## src/rtl/acia_pkg.sv

```systemverilog
// Shared types for the ACIA link arbiter: FSM states, source tags, round-robin pick.
// Source tag 0 is the ikbd queue and 1 is the midi queue.
package acia_pkg;

  typedef enum logic [1:0] {
    IDLE    = 2'd0,
    PRESENT = 2'd1,
    PACE    = 2'd2
  } state_e;

  localparam logic SRC_IKBD = 1'b0;
  localparam logic SRC_MIDI = 1'b1;

  // Round-robin between two requesters: on contention the one not served last wins.
  function automatic logic pick_src(input logic ikbd_req, input logic midi_req,
                                    input logic last_grant);
    logic src;
    src = SRC_IKBD;
    if (ikbd_req && midi_req) begin
      src = ~last_grant;
    end else if (midi_req) begin
      src = SRC_MIDI;
    end
    return src;
  endfunction

endpackage

```

## src/rtl/acia_strobe_sync.sv

```systemverilog
// Brings the io controller's asynchronous read strobe into the clk domain (2-FF) and
// emits a one-cycle pulse on each synchronised rising edge.
module acia_strobe_sync (
  input  logic clk,
  input  logic reset_n,
  input  logic i_strobe,
  output logic o_pulse
);

  logic r_sync1;
  logic r_sync2;
  logic r_prev;

  always_ff @(posedge clk or negedge reset_n) begin
    if (!reset_n) begin
      r_sync1 <= 1'b0;
      r_sync2 <= 1'b0;
      r_prev  <= 1'b0;
    end else begin
      r_sync1 <= i_strobe;
      r_sync2 <= r_sync1;
      r_prev  <= r_sync2;
    end
  end

  assign o_pulse = r_sync2 & ~r_prev;

endmodule

```

## src/rtl/acia_link_arbiter.sv

```systemverilog
// Round-robin arbiter sharing the io controller byte channel between the ikbd and midi ACIA queues.
// Define ACIA_LINK_PACE_EN to pace grants at the serial byte rate (PACE state + down-counter).
module acia_link_arbiter
  import acia_pkg::*;
#(
  parameter int PACE_CYCLES = 11138,
  parameter int TIMER_W     = 14
) (
  input  logic       clk,
  input  logic       reset_n,
  input  logic       ikbd_avail,
  input  logic [7:0] ikbd_data,
  output logic       ikbd_ack,
  input  logic       midi_avail,
  input  logic [7:0] midi_data,
  output logic       midi_ack,
  output logic       io_avail,
  output logic [7:0] io_data,
  output logic       io_src,
  input  logic       io_strobe
);

  state_e     r_state;
  state_e     w_state_nxt;
  logic [7:0] r_data;
  logic       r_src;
  logic       r_last_grant;
  logic       r_first;

  logic       w_strobe_pulse;
  logic       w_grant;
  logic       w_grant_src;
  logic       w_done;
  logic       w_timer_zero;

  acia_strobe_sync u_strobe_sync (
    .clk      (clk),
    .reset_n  (reset_n),
    .i_strobe (io_strobe),
    .o_pulse  (w_strobe_pulse)
  );

  assign w_grant_src = pick_src(ikbd_avail, midi_avail, r_last_grant);

`ifdef ACIA_LINK_PACE_EN
  logic [TIMER_W-1:0] r_timer;
  logic [TIMER_W-1:0] w_timer_nxt;
  logic               w_pace_last;

  assign w_timer_zero = (r_timer == '0);
  assign w_pace_last  = (r_timer <= TIMER_W'(1));

  // Saturating down-counter, reloaded when the io controller takes the byte.
  always_comb begin
    w_timer_nxt = r_timer;
    if (w_done) begin
      w_timer_nxt = TIMER_W'(PACE_CYCLES);
    end else if (r_state == PACE && !w_timer_zero) begin
      w_timer_nxt = r_timer - TIMER_W'(1);
    end
  end

  always_ff @(posedge clk or negedge reset_n) begin
    if (!reset_n) begin
      r_timer <= '0;
    end else begin
      r_timer <= w_timer_nxt;
    end
  end
`else
  logic w_unused_cfg;

  assign w_timer_zero = 1'b1;
  assign w_unused_cfg = ^{PACE_CYCLES[0], TIMER_W[0]};
`endif

  always_comb begin
    w_state_nxt = r_state;
    w_grant     = 1'b0;
    w_done      = 1'b0;
    case (r_state)
      IDLE: begin
        if (w_timer_zero && (ikbd_avail || midi_avail)) begin
          w_grant     = 1'b1;
          w_state_nxt = PRESENT;
        end
      end
      PRESENT: begin
        if (w_strobe_pulse) begin
          w_done = 1'b1;
`ifdef ACIA_LINK_PACE_EN
          w_state_nxt = PACE;
`else
          w_state_nxt = IDLE;
`endif
        end
      end
`ifdef ACIA_LINK_PACE_EN
      PACE: begin
        // Leave on the same edge that brings the counter to zero.
        if (w_pace_last) begin
          w_state_nxt = IDLE;
        end
      end
`endif
      default: begin
        w_state_nxt = IDLE;
      end
    endcase
  end

  always_ff @(posedge clk or negedge reset_n) begin
    if (!reset_n) begin
      r_state      <= IDLE;
      r_data       <= 8'h00;
      r_src        <= SRC_IKBD;
      r_last_grant <= SRC_MIDI;
      r_first      <= 1'b0;
    end else begin
      r_state <= w_state_nxt;
      r_first <= w_grant;
      if (w_grant) begin
        r_src  <= w_grant_src;
        r_data <= (w_grant_src == SRC_MIDI) ? midi_data : ikbd_data;
      end
      if (w_done) begin
        r_last_grant <= r_src;
      end
    end
  end

  // The queue was popped at grant time, so a byte lost to reset is not replayed.
  assign io_avail = (r_state == PRESENT);
  assign io_data  = r_data;
  assign io_src   = r_src;
  assign ikbd_ack = r_first & (r_src == SRC_IKBD);
  assign midi_ack = r_first & (r_src == SRC_MIDI);

endmodule

```

## config.mk

```make
export PLATFORM = sky130hd
export DESIGN_NAME = acia_link_arbiter
export DESIGN_NICKNAME = d
export VERILOG_FILES = /design/src/rtl/acia_pkg.sv /design/src/rtl/acia_strobe_sync.sv /design/src/rtl/acia_link_arbiter.sv
export SDC_FILE = /design/constraint.sdc
export NUM_CORES = 1
export LEC_CHECK = 0
export BUFFER_PORTS_ARGS = -buffer_cell sky130_fd_sc_hd__buf_4
export CAP_MARGIN = 5
export CELL_PAD_IN_SITES_DETAIL_PLACEMENT = 1
export CELL_PAD_IN_SITES_GLOBAL_PLACEMENT = 1
export CORE_MARGIN = 5
export CORE_UTILIZATION = 35
export CTS_BUF_LIST = sky130_fd_sc_hd__clkbuf_8
export CTS_CLUSTER_SIZE = 14
export DETAILED_ROUTE_END_ITERATION = 10
export MAX_ROUTING_LAYER = met4
export PLACE_DENSITY = 0.84
export SYNTH_ARGS = -nofsm -noshare
export SYNTH_HDL_FRONTEND = slang
export SYNTH_SLANG_ARGS = --single-unit
```

## constraint.sdc

```tcl
create_clock -name clk -period 3.05 [get_ports clk]
set_input_delay 0.4575 -clock clk [delete_from_list [all_inputs] [get_ports clk]]
set_output_delay 0.4575 -clock clk [all_outputs]
set_load 0.05 [all_outputs]
```

After elaboration in Yosys (flattened, before gate mapping)
Index checks and enable logic that the tools add are counted.
{ "op_classes": {"n_eq_ne": 3, "mux": 10, "bitwise_logic": 6, "n_reduce_logical": 4} }
{ "op_table": {"columns": ["op", "count"], "rows": [
  ["$mux W8", 1],
  ["$mux W1", 6],
  ["$mux W2", 2],
  ["$pmux W2 S2", 1],
  ["$and A1 B1 Y1", 3],
  ["$not A1 Y1", 3],
  ["$eq A2 B1 Y1 const B", 1],
  ["$logic_not A2 Y1", 1],
  ["$ne A2 B1 Y1 const B", 1],
  ["$ne A2 B2 Y1 const B", 1],
  ["$reduce_and A2 Y1", 1],
  ["$logic_and A1 B1 Y1", 1],
  ["$logic_or A1 B1 Y1", 1]
]} }
{ "totals": {"regBits": 16, "in_bits": 21, "out_inout_bits": 12, "word_cells": 31} }

Depth between registers and ports, before layout
Gate-level depths: netlist of the first run.
{ "logic_depth": {"word_depth": 4, "depth_mapped": 4, "ltp_nobuf": 3} }

Hierarchy
Synthesis of the first run repeated with hierarchy kept, for this count alone.
{ "unflattened": {"cells_unflattened": 62, "hier_area_um2": 639.4} }
{ "modules_own_cells": {"columns": ["mod", "n_inst", "cells_per_inst", "area_per_inst_um2", "seq_area_each_um2"], "rows": [
  ["acia_link_arbiter", 1, 58, 550.5, 301.5],
  ["acia_strobe_sync", 1, 4, 88.8, 75.1]
]} }

Worst setup path before layout of the first run
Ideal clock, no wire load.
{ "synth_path": {"path_kind": "register -> output", "from": "reg r_src (netlist: io_src)", "to": "out ikbd_ack", "t_arrival_ns": 1.337, "required_ns": 2.592, "slack_ns": 1.256, "path_stages_with_launch": 2, "path_buffers": 0, "cell_sequence": "dfrtp_1 > nor2b_1"} }
{ "synth_between": {"elab_chain_len": 2} }
{ "synth_lines": {"columns": ["item", "line_no", "rtl"], "rows": [
  ["start, declared", "acia_link_arbiter.sv:26", "logic r_src;"],
  ["start signal, assigned", "acia_link_arbiter.sv:123", "r_src <= w_grant_src;"],
  ["$not A1 Y1", "acia_link_arbiter.sv:136", "assign ikbd_ack = r_first & (r_src == SRC_IKBD);"],
  ["$and A1 B1 Y1", "acia_link_arbiter.sv:136", null],
  ["end, declared", "acia_link_arbiter.sv:13", "output logic ikbd_ack,"]
]} }
Every way passes these cells.

Final worst setup path of the first run
{ "layout_path": {"from": "reg r_src (netlist: io_src)", "to": "out midi_ack"} }
{ "layout_between": {"elab_chain_len": 1} }
{ "layout_lines": {"columns": ["item", "line_no", "rtl"], "rows": [
  ["$and A1 B1 Y1", "acia_link_arbiter.sv:137", "assign midi_ack = r_first & (r_src == SRC_MIDI);"],
  ["end, declared", "acia_link_arbiter.sv:16", "output logic midi_ack,"]
]} }
Every way passes these cells.

==> results of run 1 <==
[metrics by stage]
stage,worst slack [ps],total power [mW],utilization (%),hold WS [ps],instance area [sq um]
after global routing,1510,0.732,53.0,46.4,916
after CTS,1560,0.705,53.0,46.2,916
after global placement,1700,0.528,50.2,315,867
after floorplan,1260,0.443,-,162,629
after detailed placement,1620,0.539,50.2,319,867
final,1580,0.695,53.0,45.1,916
[final cells by class]
| class | instances | area [sq um] |
|---|---|---|
| Clock buffer | 3 | 41.3 |
| Clock inverter | 1 | 7.51 |
| Fill cell | 219 | 811 |
| Inverter | 1 | 3.75 |
| Multi-Input combinational cell | 42 | 215 |
| Sequential cell | 15 | 377 |
| Tap cell | 25 | 31.3 |
| Timing Repair Buffer | 32 | 240 |
[registers in the layout (all words and copies together), names as in the netlist]
| name | cells |
|---|---|
| io_data | 8 |
| u_strobe_sync.r_prev | 1 |
| io_src | 1 |
| u_strobe_sync.r_sync2 | 1 |
| r_first | 1 |
| r_last_grant | 1 |
| u_strobe_sync.r_sync1 | 1 |
| r_state | 1 |
[synthesized netlist by cell type]
library cell and count:
sky130_fd_sc_hd__dfstp_2 1, sky130_fd_sc_hd__nor2b_1 1, sky130_fd_sc_hd__nor2_1 8, sky130_fd_sc_hd__o21ai_0 1
sky130_fd_sc_hd__inv_1 1, sky130_fd_sc_hd__a21bo_2 1, sky130_fd_sc_hd__o22ai_1 1, sky130_fd_sc_hd__buf_8 1
sky130_fd_sc_hd__nand2_1 17, sky130_fd_sc_hd__buf_6 1, sky130_fd_sc_hd__o31a_1 1, sky130_fd_sc_hd__buf_4 1
sky130_fd_sc_hd__a21boi_2 1, sky130_fd_sc_hd__dfrtp_1 14, sky130_fd_sc_hd__nand3b_1 1, sky130_fd_sc_hd__o21ba_1 1
sky130_fd_sc_hd__and2_1 1, sky130_fd_sc_hd__a31oi_1 8
[layer usage]
layer	wire length [microns]	share of wire (%)	vias up
met5	0	0	-
met4	0	0	0
met3	61	3.6	0
met2	1010	60	15
met1	614	37	259
li1	-	-	271
[kinds of logic after synthesis]
kind of cell / Yosys count / synth area share, %
AOI/OAI and AO/OA: 14 / 16.1
buffers and inverters: 4 / 5.96
DFF: 15 / 59.8
and+or+nand+nor: 28 / 18.1
[power by group through the flow]
stage,clock (mW),sequential (mW),combinational [mW]
global route,0.182,0.271,0.278
detailed placement,0,0.271,0.268
finish,0.164,0.267,0.264
floorplan,0,0.375,0.0675
CTS,0.170,0.267,0.268
global placement,0,0.267,0.261
[worst max-delay path by stage]
stage,start,end,slack (ps),depth (start not counted)
2_1_floorplan,io_src$_DFFE_PN0P_,ikbd_ack,1260,1
3_3_place_gp,midi_avail,io_data[4]$_DFFE_PN0P_,1700,4
3_5_place_dp,midi_avail,io_data[4]$_DFFE_PN0P_,1620,4
4_1_cts,io_src$_DFFE_PN0P_,midi_ack,1560,2
5_1_grt,r_state[0]$_DFFE_PN0P_,io_data[4]$_DFFE_PN0P_,1510,3
6_report,io_src$_DFFE_PN0P_,midi_ack,1580,2
==> flow_summary.rst, run 1 <==
.. list-table::
   :header-rows: 1

   * - Metric
     - Value
   * - Antenna Cells
     - 0
   * - Syn_nets
     - 82
   * - Commonest non-fill, non-tap cells in the layout
     - sky130_fd_sc_hd__buf_4, sky130_fd_sc_hd__nand2_1, sky130_fd_sc_hd__dfrtp_1, sky130_fd_sc_hd__nor2_1, sky130_fd_sc_hd__a31oi_1
   * - Number of global-route vias before repair
     - 580
   * - Clock network power share
     - 23.6%
   * - Fraction of met3 tracks used by global routing
     - 1.71%
   * - Top area cells in the synthesized netlist
     - sky130_fd_sc_hd__dfrtp_1, sky130_fd_sc_hd__nand2_1, sky130_fd_sc_hd__a31oi_1, sky130_fd_sc_hd__nor2_1, sky130_fd_sc_hd__dfstp_2
   * - Number of antenna violations at the first check in global routing
     - 0
   * - Number of violations of the max-capacitance limit
     - 0
   * - Classification of the worst setup path
     - reg2out
   * - Core region area
     - 0.00173 sq mm
   * - Power density cells
     - 759 mW/mm^2
   * - Switching power summed over all nets
     - 278 uW
   * - Mean post-synth cell area
     - 10.3 sq um
   * - I/O pins
     - 33
   * - Top Usage Layer GRT
     - met2
   * - Sort of element at the end of the critical path
     - primary output
   * - First-pass GRT wire length
     - 2540 microns
   * - CTS tree
     - built
   * - Post-route fraction of the period consumed by the critical path
     - 48.3%
   * - WP buf/inv
     - 1
   * - Worst-Margin Slew
     - 580 ps
   * - Number of vias per cell after detailed routing
     - 4.58
   * - Number of pins exceeding their max-slew limit in the final report
     - 0
   * - R2R depth
     - 3
   * - Top-area cell type share of the netlist area
     - 55.7%
   * - Die H
     - 52.4 microns
   * - Half-perimeter wire length after detailed placement
     - 1300 microns
   * - Longest Clk Path Bufs
     - 2
   * - Met2 track demand over resource in global routing
     - 24.2%
   * - Setup skew after layout
     - 5.71 ps
   * - RSZ-0062 raised after global routing
     - false
   * - Yosys top cell by area
     - sky130_fd_sc_hd__dfrtp_1
   * - Worst Setup Start Kind
     - flop
   * - Highest-delay cell along the critical path
     - sky130_fd_sc_hd__dfrtp_1
   * - Starting DRC count in detailed routing
     - 3
   * - Cell count after placement
     - 115
   * - Routability Congestion
     - 0.719
   * - Leak Pwr
     - 0.440 nW
   * - Post-synthesis instance area
     - 629 sq um
   * - Required time of the worst setup path
     - 2590 ps
   * - Combinational fraction of design power
     - 38.0%
   * - Sequential cell fraction of total power
     - 38.4%
   * - Hold/Removal Path Class
     - in2async
   * - Most common library cell in the layout ignoring fill and taps
     - sky130_fd_sc_hd__buf_4
   * - Area added between synthesis and finish
     - 45.5%
   * - Post-CTS Setup Bufs
     - 0
   * - Initial core utilization
     - 36.4%
   * - Crit path cell chain
     - and2_1, buf_4
   * - Highest cell delay on the worst timing path
     - 410 ps
   * - Number of library cell types mapped by synthesis
     - 18
   * - Final Net Count
     - 116
   * - Cell at the root of the clock tree
     - sky130_fd_sc_hd__clkbuf_8
   * - CP max FO
     - 4
   * - Final total negative setup slack
     - 0 ps
   * - Count of standard-cell rows
     - 15
   * - Count of final setup violators
     - 0
   * - Number of detailed-routing iterations run before antenna repair
     - 4
   * - Congestion Overflow GR
     - 0
   * - Final Hold Violating Endpoints
     - 0
   * - Run status
     - complete, no violations
   * - Pin count of the biggest net entering global routing
     - 19
   * - Post-CTS sizing
     - 0
   * - Sequential fraction of the synthesis area
     - 59.8%
   * - Antenna Nets Post-Route
     - 0
   * - Quantity of hold-fixing buffers added after cts
     - 0
   * - Switching part of the total
     - 40.0%
   * - Number of H-tree levels
     - 1
   * - Count of clock tree sinks
     - 15
   * - Met1 routing resource usage after global routing
     - 13.2%
   * - DRC violations left
     - 0
   * - Flop-to-flop setup slack
     - 1660 ps
   * - DIE AREA
     - 0.00275 sq mm
   * - Number of vias in the routed layout
     - 545
   * - Reg-to-reg critical path endpoint
     - io_data[4]$_DFFE_PN0P_
   * - Highest Clock Rate
     - 0.679 GHz
   * - Total internal power
     - 417 uW
   * - CTS clock-pin slew for the worst setup and hold paths
     - 70 ps
   * - Worst-case headroom to the max-slew limit
     - 61.4%
   * - Top cell family by delay on the critical path
     - flip-flops
   * - Routed wire length
     - 1680 microns
   * - Routed length per placed instance
     - 14.1 microns
   * - Arr. time, crit path
     - 1010 ps
   * - Count of yosys warnings during synthesis
     - 0
   * - Cell count after synthesis
     - 61
   * - Start of the worst register-to-register path
     - r_state[0]$_DFFE_PN0P_
   * - Share of post-route cells with drive strength above 1
     - 41.5%
   * - Horiz. Die Dim
     - 52.4 microns
   * - Final critical delay including setup and external delays
     - 1470 ps
   * - Clock insertion delay at the later pin of the skew report
     - 250 ps
   * - Total of flip-flops plus latches after synthesis
     - 15
   * - Largest voltage drop on the vdd net
     - 328 uV
   * - GR Util All Layers
     - 13.5%
   * - Cts bufs inserted
     - 3
   * - Final cell count without fillers
     - 119
   * - Quantity of I/O buffers inserted on ports
     - 32
(Power assumes the default switching activity.)
==> run 2, diff against run 1 <==
--- a/config.mk
+++ b/config.mk
@@ -10,12 +10,12 @@
 export CELL_PAD_IN_SITES_DETAIL_PLACEMENT = 1
 export CELL_PAD_IN_SITES_GLOBAL_PLACEMENT = 1
 export CORE_MARGIN = 5
-export CORE_UTILIZATION = 35
+export CORE_UTILIZATION = 32
 export CTS_BUF_LIST = sky130_fd_sc_hd__clkbuf_8
 export CTS_CLUSTER_SIZE = 14
 export DETAILED_ROUTE_END_ITERATION = 10
 export MAX_ROUTING_LAYER = met4
-export PLACE_DENSITY = 0.84
+export PLACE_DENSITY = 0.77
 export SYNTH_ARGS = -nofsm -noshare
 export SYNTH_HDL_FRONTEND = slang
 export SYNTH_SLANG_ARGS = --single-unit
==> constraint.sdc (replaced) <==
create_clock -name clk -period 1.5 [get_ports clk]
set_input_delay 0.225 -clock clk [delete_from_list [all_inputs] [get_ports clk]]
set_output_delay 0.225 -clock clk [all_outputs]
set_load 0.05 [all_outputs]
==> flow_summary.rst, run 2 (synthesis gave the netlist of run 1 again) <==
.. list-table::
   :header-rows: 1

   * - Metric
     - Value
   * - Highest Clock Rate
     - 0.820 GHz
   * - Reg-to-reg critical path endpoint
     - io_data[1]$_DFFE_PN0P_
   * - R2R depth
     - 3 (unchanged)
   * - Cell count after placement
     - 119 (+3.5%)
   * - Core region area
     - 0.00192 sq mm (+11%)
   * - Count of clock tree sinks
     - 15 (unchanged)
   * - Number of detailed-routing iterations run before antenna repair
     - 2 (-2)
   * - Number of vias per cell after detailed routing
     - 4.62 (+0.90%)
   * - Final Net Count
     - 119 (+2.6%)
   * - WP buf/inv
     - 1 (unchanged)
   * - Highest-delay cell along the critical path
     - sky130_fd_sc_hd__dfrtp_1
   * - DIE AREA
     - 0.00295 sq mm (+7.5%)
   * - RSZ-0062 raised after global routing
     - false
   * - Routed wire length
     - 1650 microns (-2.1%)
   * - Worst-Margin Slew
     - 404 ps (-176 ps)
   * - Run status
     - complete, no violations
   * - CP max FO
     - 4 (unchanged)
   * - Setup skew after layout
     - 2.69 ps (-3.02 ps)
   * - Commonest non-fill, non-tap cells in the layout
     - sky130_fd_sc_hd__buf_4, sky130_fd_sc_hd__nand2_1, sky130_fd_sc_hd__dfrtp_1, sky130_fd_sc_hd__nor2_1, sky130_fd_sc_hd__a31oi_1
   * - Arr. time, crit path
     - 1000 ps (about the same)
   * - Count of final setup violators
     - 0 (unchanged)
   * - Routability Congestion
     - 0.698 (-2.9%)
   * - Congestion Overflow GR
     - 0 (unchanged)
   * - Worst Setup Start Kind
     - flop
   * - Cell at the root of the clock tree
     - sky130_fd_sc_hd__clkbuf_8
   * - Highest cell delay on the worst timing path
     - 400 ps (about the same)
   * - Start of the worst register-to-register path
     - r_last_grant$_DFFE_PN1P_
   * - Die H
     - 54.3 microns (+3.7%)
   * - Horiz. Die Dim
     - 54.3 microns (+3.7%)
   * - Required time of the worst setup path
     - 1270 ps (-1320 ps)
   * - Most common library cell in the layout ignoring fill and taps
     - sky130_fd_sc_hd__buf_4
   * - Flop-to-flop setup slack
     - 370 ps (-1290 ps)
   * - DRC violations left
     - 0 (unchanged)
   * - Final cell count without fillers
     - 124 (+4.2%)
   * - Crit path cell chain
     - and2_1, buf_4
   * - Number of vias in the routed layout
     - 573 (+5.1%)
   * - Classification of the worst setup path
     - reg2out
   * - Sort of element at the end of the critical path
     - primary output
   * - Final Hold Violating Endpoints
     - 0 (unchanged)
   * - Number of violations of the max-capacitance limit
     - 0 (unchanged)
   * - Number of antenna violations at the first check in global routing
     - 0 (unchanged)
   * - Final critical delay including setup and external delays
     - 1220 ps
   * - Number of flip-flops under the largest register name
     - 8 (unchanged)
   * - Worst min-delay path endpoint
     - u_strobe_sync.r_sync1$_DFF_PN0_
   * - Worst path setup slack after routing
     - 280 ps (-1300 ps)
   * - Instance count on the critical path
     - 2 (unchanged)
   * - Largest voltage drop on the vdd net
     - 733 uV (+120%)
   * - CTS clock-pin slew for the worst setup and hold paths
     - 60 ps (about the same)
   * - Longest Clk Path Bufs
     - 2 (unchanged)
   * - Clock insertion delay at the later pin of the skew report
     - 250 ps (about the same)
   * - Post-route cell area
     - 942 sq um (+2.9%)
   * - I/O pins
     - 33 (unchanged)
   * - Final total negative setup slack
     - 0 ps (unchanged)
   * - Starting DRC count in detailed routing
     - 3 (unchanged)
   * - Initial core utilization
     - 32.7% (-3.7 points)
   * - First-pass GRT wire length
     - 2570 microns (+1.3%)
   * - Number of pins exceeding their max-slew limit in the final report
     - 0 (unchanged)
   * - Count of standard-cell rows
     - 16 (+1)
   * - Post-CTS sizing
     - 0 (unchanged)
   * - Routed length per placed instance
     - 13.3 microns (-6.0%)
   * - CTS tree
     - built
   * - Number of H-tree levels
     - 1 (unchanged)
   * - Power density cells
     - 1490 mW/mm^2 (+96%)
   * - Worst-case headroom to the max-slew limit
     - 72.9% (+12 points)
   * - Number of global-route vias before repair
     - 623 (+7.4%)
   * - Post-route fraction of the period consumed by the critical path
     - 81.3%
   * - Placement-stage cell area
     - 887 sq um (+2.3%)
   * - Antenna Cells
     - 0 (unchanged)
   * - Cells on Worst Hold Path
     - 1
   * - Pre-CTS worst setup slack
     - 376 ps (-1240 ps)
   * - Share of post-route cells with drive strength above 1
     - 42.3% (+0.78 points)
   * - Hold/Removal Path Class
     - in2reg
   * - Start point of the worst min-delay path
     - io_strobe
   * - Area added between synthesis and finish
     - 49.7%
   * - Antenna Nets Post-Route
     - 0 (unchanged)
   * - Pin count of the biggest net entering global routing
     - 16 (-3)
   * - Top cell family by delay on the critical path
     - flip-flops
   * - Quantity of I/O buffers inserted on ports
     - 32 (unchanged)
   * - Leak Pwr
     - 0.460 nW (+4.6%)
   * - GR Util All Layers
     - 12.9% (-0.64 points)
   * - Half-perimeter wire length after detailed placement
     - 1250 microns (-4.1%)
   * - Cts bufs inserted
     - 3 (unchanged)
==> run 2: repair_timing <==
item | 4_1_cts | 5_1_grt
endpoints found under the hold margin | 14 | 0
buffers inserted | 0 | 0
endpoints found under the setup margin | 0 | 0
hold buffers | 1 | 0
==> run 2: how the worst max path moves through the flow <==
stage,start,end,slack (ps)
5_1_grt,io_src$_DFFE_PN0P_,midi_ack,240
3_5_place_dp,r_last_grant$_DFFE_PN1P_,io_data[3]$_DFFE_PN0P_,380
4_1_cts,io_src$_DFFE_PN0P_,midi_ack,270
3_3_place_gp,r_last_grant$_DFFE_PN1P_,io_data[6]$_DFFE_PN0P_,420
2_1_floorplan,io_src$_DFFE_PN0P_,midi_ack,130
6_report,io_src$_DFFE_PN0P_,midi_ack,280
==> run 2: routing by layer <==
layer	up-vias	wire [microns]	track usage, %
li1	278	-	-
met1	269	644	13.1
met2	19	876	22.3
met3	7	78	1.91
met4	0	48	9.54
met5	-	0	-
==> run 2: area by class of cell <==
| class | instances | area [sq um] |
|---|---|---|
| Fill cell | 252 | 980 |
| Sequential cell | 15 | 377 |
| Timing Repair Buffer | 35 | 265 |
| Multi-Input combinational cell | 42 | 218 |
| Clock buffer | 3 | 41.3 |
| Tap cell | 27 | 33.8 |
| Clock inverter | 1 | 3.75 |
| Inverter | 1 | 3.75 |
==> run 2: where the power goes <==
part | internal [mW] | leakage (nW) | switching, mW | total (mW)
registers | 0.487 | 0.169 | 0.0488 | 0.536
clock network | 0.181 | 0.0269 | 0.138 | 0.320
logic | 0.182 | 0.263 | 0.365 | 0.547
==> run 2: stage by stage <==
step	power [mW]	hold slack, ps	utilization (%)
floorplan	0.902	-70.6	-
global route	1.47	76.4	49.0
CTS	1.42	79.1	49.0
detailed placement	1.10	91.6	46.2
finish	1.40	82.4	49.0
global placement	1.08	90.7	46.2
==> run 3, diff against run 2 <==
--- a/config.mk
+++ b/config.mk
@@ -10,12 +10,12 @@
 export CELL_PAD_IN_SITES_DETAIL_PLACEMENT = 1
 export CELL_PAD_IN_SITES_GLOBAL_PLACEMENT = 1
 export CORE_MARGIN = 5
-export CORE_UTILIZATION = 32
+export CORE_UTILIZATION = 29
 export CTS_BUF_LIST = sky130_fd_sc_hd__clkbuf_8
 export CTS_CLUSTER_SIZE = 14
 export DETAILED_ROUTE_END_ITERATION = 10
 export MAX_ROUTING_LAYER = met4
-export PLACE_DENSITY = 0.77
+export PLACE_DENSITY = 0.74
 export SYNTH_ARGS = -nofsm -noshare
 export SYNTH_HDL_FRONTEND = slang
 export SYNTH_SLANG_ARGS = --single-unit
==> constraint.sdc (replaced) <==
create_clock -name clk -period 1.1 [get_ports clk]
set_input_delay 0.165 -clock clk [delete_from_list [all_inputs] [get_ports clk]]
set_output_delay 0.165 -clock clk [all_outputs]
set_load 0.05 [all_outputs]
==> flow_summary.rst, run 3 (synthesis gave the netlist of run 1 again) <==
.. list-table::
   :header-rows: 1

   * - Metric
     - Value
   * - Worst-case headroom to the max-slew limit
     - 83.1% (+10 points)
   * - Number of antenna violations at the first check in global routing
     - 0 (unchanged)
   * - Final total negative setup slack
     - -44.8 ps (-44.8 ps)
   * - Clock insertion delay at the later pin of the skew report
     - 240 ps (about the same)
   * - Final Hold Violating Endpoints
     - 0 (unchanged)
   * - Final Net Count
     - 121 (+1.7%)
   * - Routed wire length
     - 1810 microns (+10%)
   * - I/O pins
     - 33 (unchanged)
   * - Number of vias in the routed layout
     - 573 (unchanged)
   * - Number of violations of the max-capacitance limit
     - 0 (unchanged)
   * - Required time of the worst setup path
     - 940 ps (-330 ps)
   * - Post-route fraction of the period consumed by the critical path
     - 103%
   * - Worst-Margin Slew
     - 253 ps (-150 ps)
   * - Core region area
     - 0.00202 sq mm (+5.2%)
   * - CP max FO
     - 4 (unchanged)
   * - Number of global-route vias before repair
     - 661 (+6.1%)
   * - Classification of the worst setup path
     - reg2out
   * - Power density cells
     - 1930 mW/mm^2 (+30%)
   * - Commonest non-fill, non-tap cells in the layout
     - sky130_fd_sc_hd__buf_4, sky130_fd_sc_hd__nand2_1, sky130_fd_sc_hd__dfrtp_1, sky130_fd_sc_hd__nor2_1, sky130_fd_sc_hd__a31oi_1
   * - Worst path setup slack after routing
     - -33.7 ps (-314 ps)
   * - Quantity of I/O buffers inserted on ports
     - 32 (unchanged)
   * - Pin count of the biggest net entering global routing
     - 19 (+3)
   * - Setup skew after layout
     - 0.981 ps (-1.71 ps)
   * - CTS tree
     - built
   * - Number of flip-flops under the largest register name
     - 8 (unchanged)
   * - Sort of element at the end of the critical path
     - primary output
   * - Area added between synthesis and finish
     - 63.6%
   * - Leak Pwr
     - 0.480 nW (+4.4%)
   * - Number of H-tree levels
     - 1 (unchanged)
   * - DIE AREA
     - 0.00320 sq mm (+8.4%)
   * - CTS clock-pin slew for the worst setup and hold paths
     - 60 ps (about the same)
   * - Overall power consumption
     - 1.99 mW (+42%)
   * - Initial core utilization
     - 31.1% (-1.6 points)
   * - Highest Clock Rate
     - 0.882 GHz
   * - Number of pins exceeding their max-slew limit in the final report
     - 0 (unchanged)
   * - Largest voltage drop on the vdd net
     - 746 uV (+1.7%)
   * - Worst Setup Start Kind
     - flop
   * - Hold/Removal Path Class
     - in2reg
   * - GR Util All Layers
     - 12.3% (-0.65 points)
   * - Number of vias per cell after detailed routing
     - 4.55 (-1.6%)
   * - Cell at the root of the clock tree
     - sky130_fd_sc_hd__clkbuf_8
   * - Cell count after placement
     - 118 (-0.84%)
   * - Routability Congestion
     - 0.731 (+4.7%)
   * - RSZ-0062 raised after global routing
     - true
   * - Number of detailed-routing iterations run before antenna repair
     - 4 (+2)
   * - Antenna Nets Post-Route
     - 0 (unchanged)
   * - Share of post-route cells with drive strength above 1
     - 51.5% (+9.2 points)
   * - Horiz. Die Dim
     - 56.6 microns (+4.1%)
   * - Final critical delay including setup and external delays
     - 1130 ps
   * - Half-perimeter wire length after detailed placement
     - 1270 microns (+1.4%)
   * - First-pass GRT wire length
     - 2920 microns (+13%)
   * - Violations in the final reports
     - setup timing
   * - Arr. time, crit path
     - 970 ps (-30 ps)
   * - Die H
     - 56.6 microns (+4.1%)
   * - Pre-CTS worst setup slack
     - -39.8 ps (-416 ps)
   * - Count of clock tree sinks
     - 15 (unchanged)
   * - Final cell count without fillers
     - 126 (+1.6%)
   * - Antenna Cells
     - 0 (unchanged)
   * - DRC violations left
     - 0 (unchanged)
   * - Starting DRC count in detailed routing
     - 4 (+1)
   * - Longest Clk Path Bufs
     - 2 (unchanged)
   * - Routed length per placed instance
     - 14.4 microns (+8.4%)
   * - Congestion Overflow GR
     - 0 (unchanged)
   * - Cts bufs inserted
     - 3 (unchanged)
   * - Finished Core Util
     - 50.9% (+1.9 points)
   * - Count of standard-cell rows
     - 16 (unchanged)
   * - Most common library cell in the layout ignoring fill and taps
     - sky130_fd_sc_hd__buf_4
   * - Count of final setup violators
     - 2 (+2)
   * - Run status
     - complete, but fails checks
run 3: changes by cell type in the layout (fill, tap and decap cells not counted), sizes merged:
cell	change
o21ba	+1
clkinv	+1
inv	-1
a21bo	+1
run 3: worst paths after layout:
| check | startpoint | cells past startpoint | slack [ps] | endpoint |
|---|---|---|---|---|
| max | io_src$_DFFE_PN0P_ | 2 | -30 | midi_ack |
| min | io_strobe | 1 | 30 | u_strobe_sync.r_sync1$_DFF_PN0_ |
| max reg2reg | r_last_grant$_DFFE_PN1P_ | 3 | 0 | io_data[6]$_DFFE_PN0P_ |
| min reg2reg | u_strobe_sync.r_sync1$_DFF_PN0_ | 0 | 350 | u_strobe_sync.r_sync2$_DFF_PN0_ |
| max in group asynchronous | reset_n | 2 | 550 | r_last_grant$_DFFE_PN1P_ |
| min in group asynchronous | reset_n | 2 | 310 | r_first$_DFF_PN0_ |
run 3: worst max-delay path: stages, from the launching register on:
cell and delay (ps):
sky130_fd_sc_hd__dfrtp_2 440, sky130_fd_sc_hd__and2_4 150, sky130_fd_sc_hd__buf_8 140
run 3: layout make-up:
cell class	instances	area, sq um
clock buffer	3	41.3
clock inverter	1	5.00
fill	233	992
inverter	1	3.75
multi-input combinational	44	279
sequential	15	379
tap	27	33.8
timing repair buffer	35	288
run 3: metal layers:
| metal | routed length, microns | up-vias | track usage, % |
|---|---|---|---|
| met1 | 740 | 269 | 13.5 |
| met3 | 103 | 2 | 2.98 |
| met5 | 0 | - | - |
| met4 | 21 | 0 | 7.12 |
| met2 | 949 | 18 | 20.0 |
| li1 | - | 284 | - |
run 3: report_power, final:
part / total (mW) / internal [mW] / switching, mW
sequential: 0.748 / 0.667 / 0.0801
combinational: 0.801 / 0.289 / 0.513
clock: 0.438 / 0.250 / 0.187
run 3: stage by stage:
stage / hold WS (ps) / instance area (sq um)
detailed placement: 30.7 / 895
global route: 24.0 / 1030
global placement: 29.1 / 895
CTS: 23.0 / 1000
finish: 27.7 / 1030
floorplan: -131 / 647
run 3: timing repair:
action	CTS	global route
cloned	1	1
hold buffers	1	0
hold endpoints to repair	15	0
endpoints found under the setup margin	11	11
resized for setup	11	2
buffers inserted	0	1
pin swaps	7	10
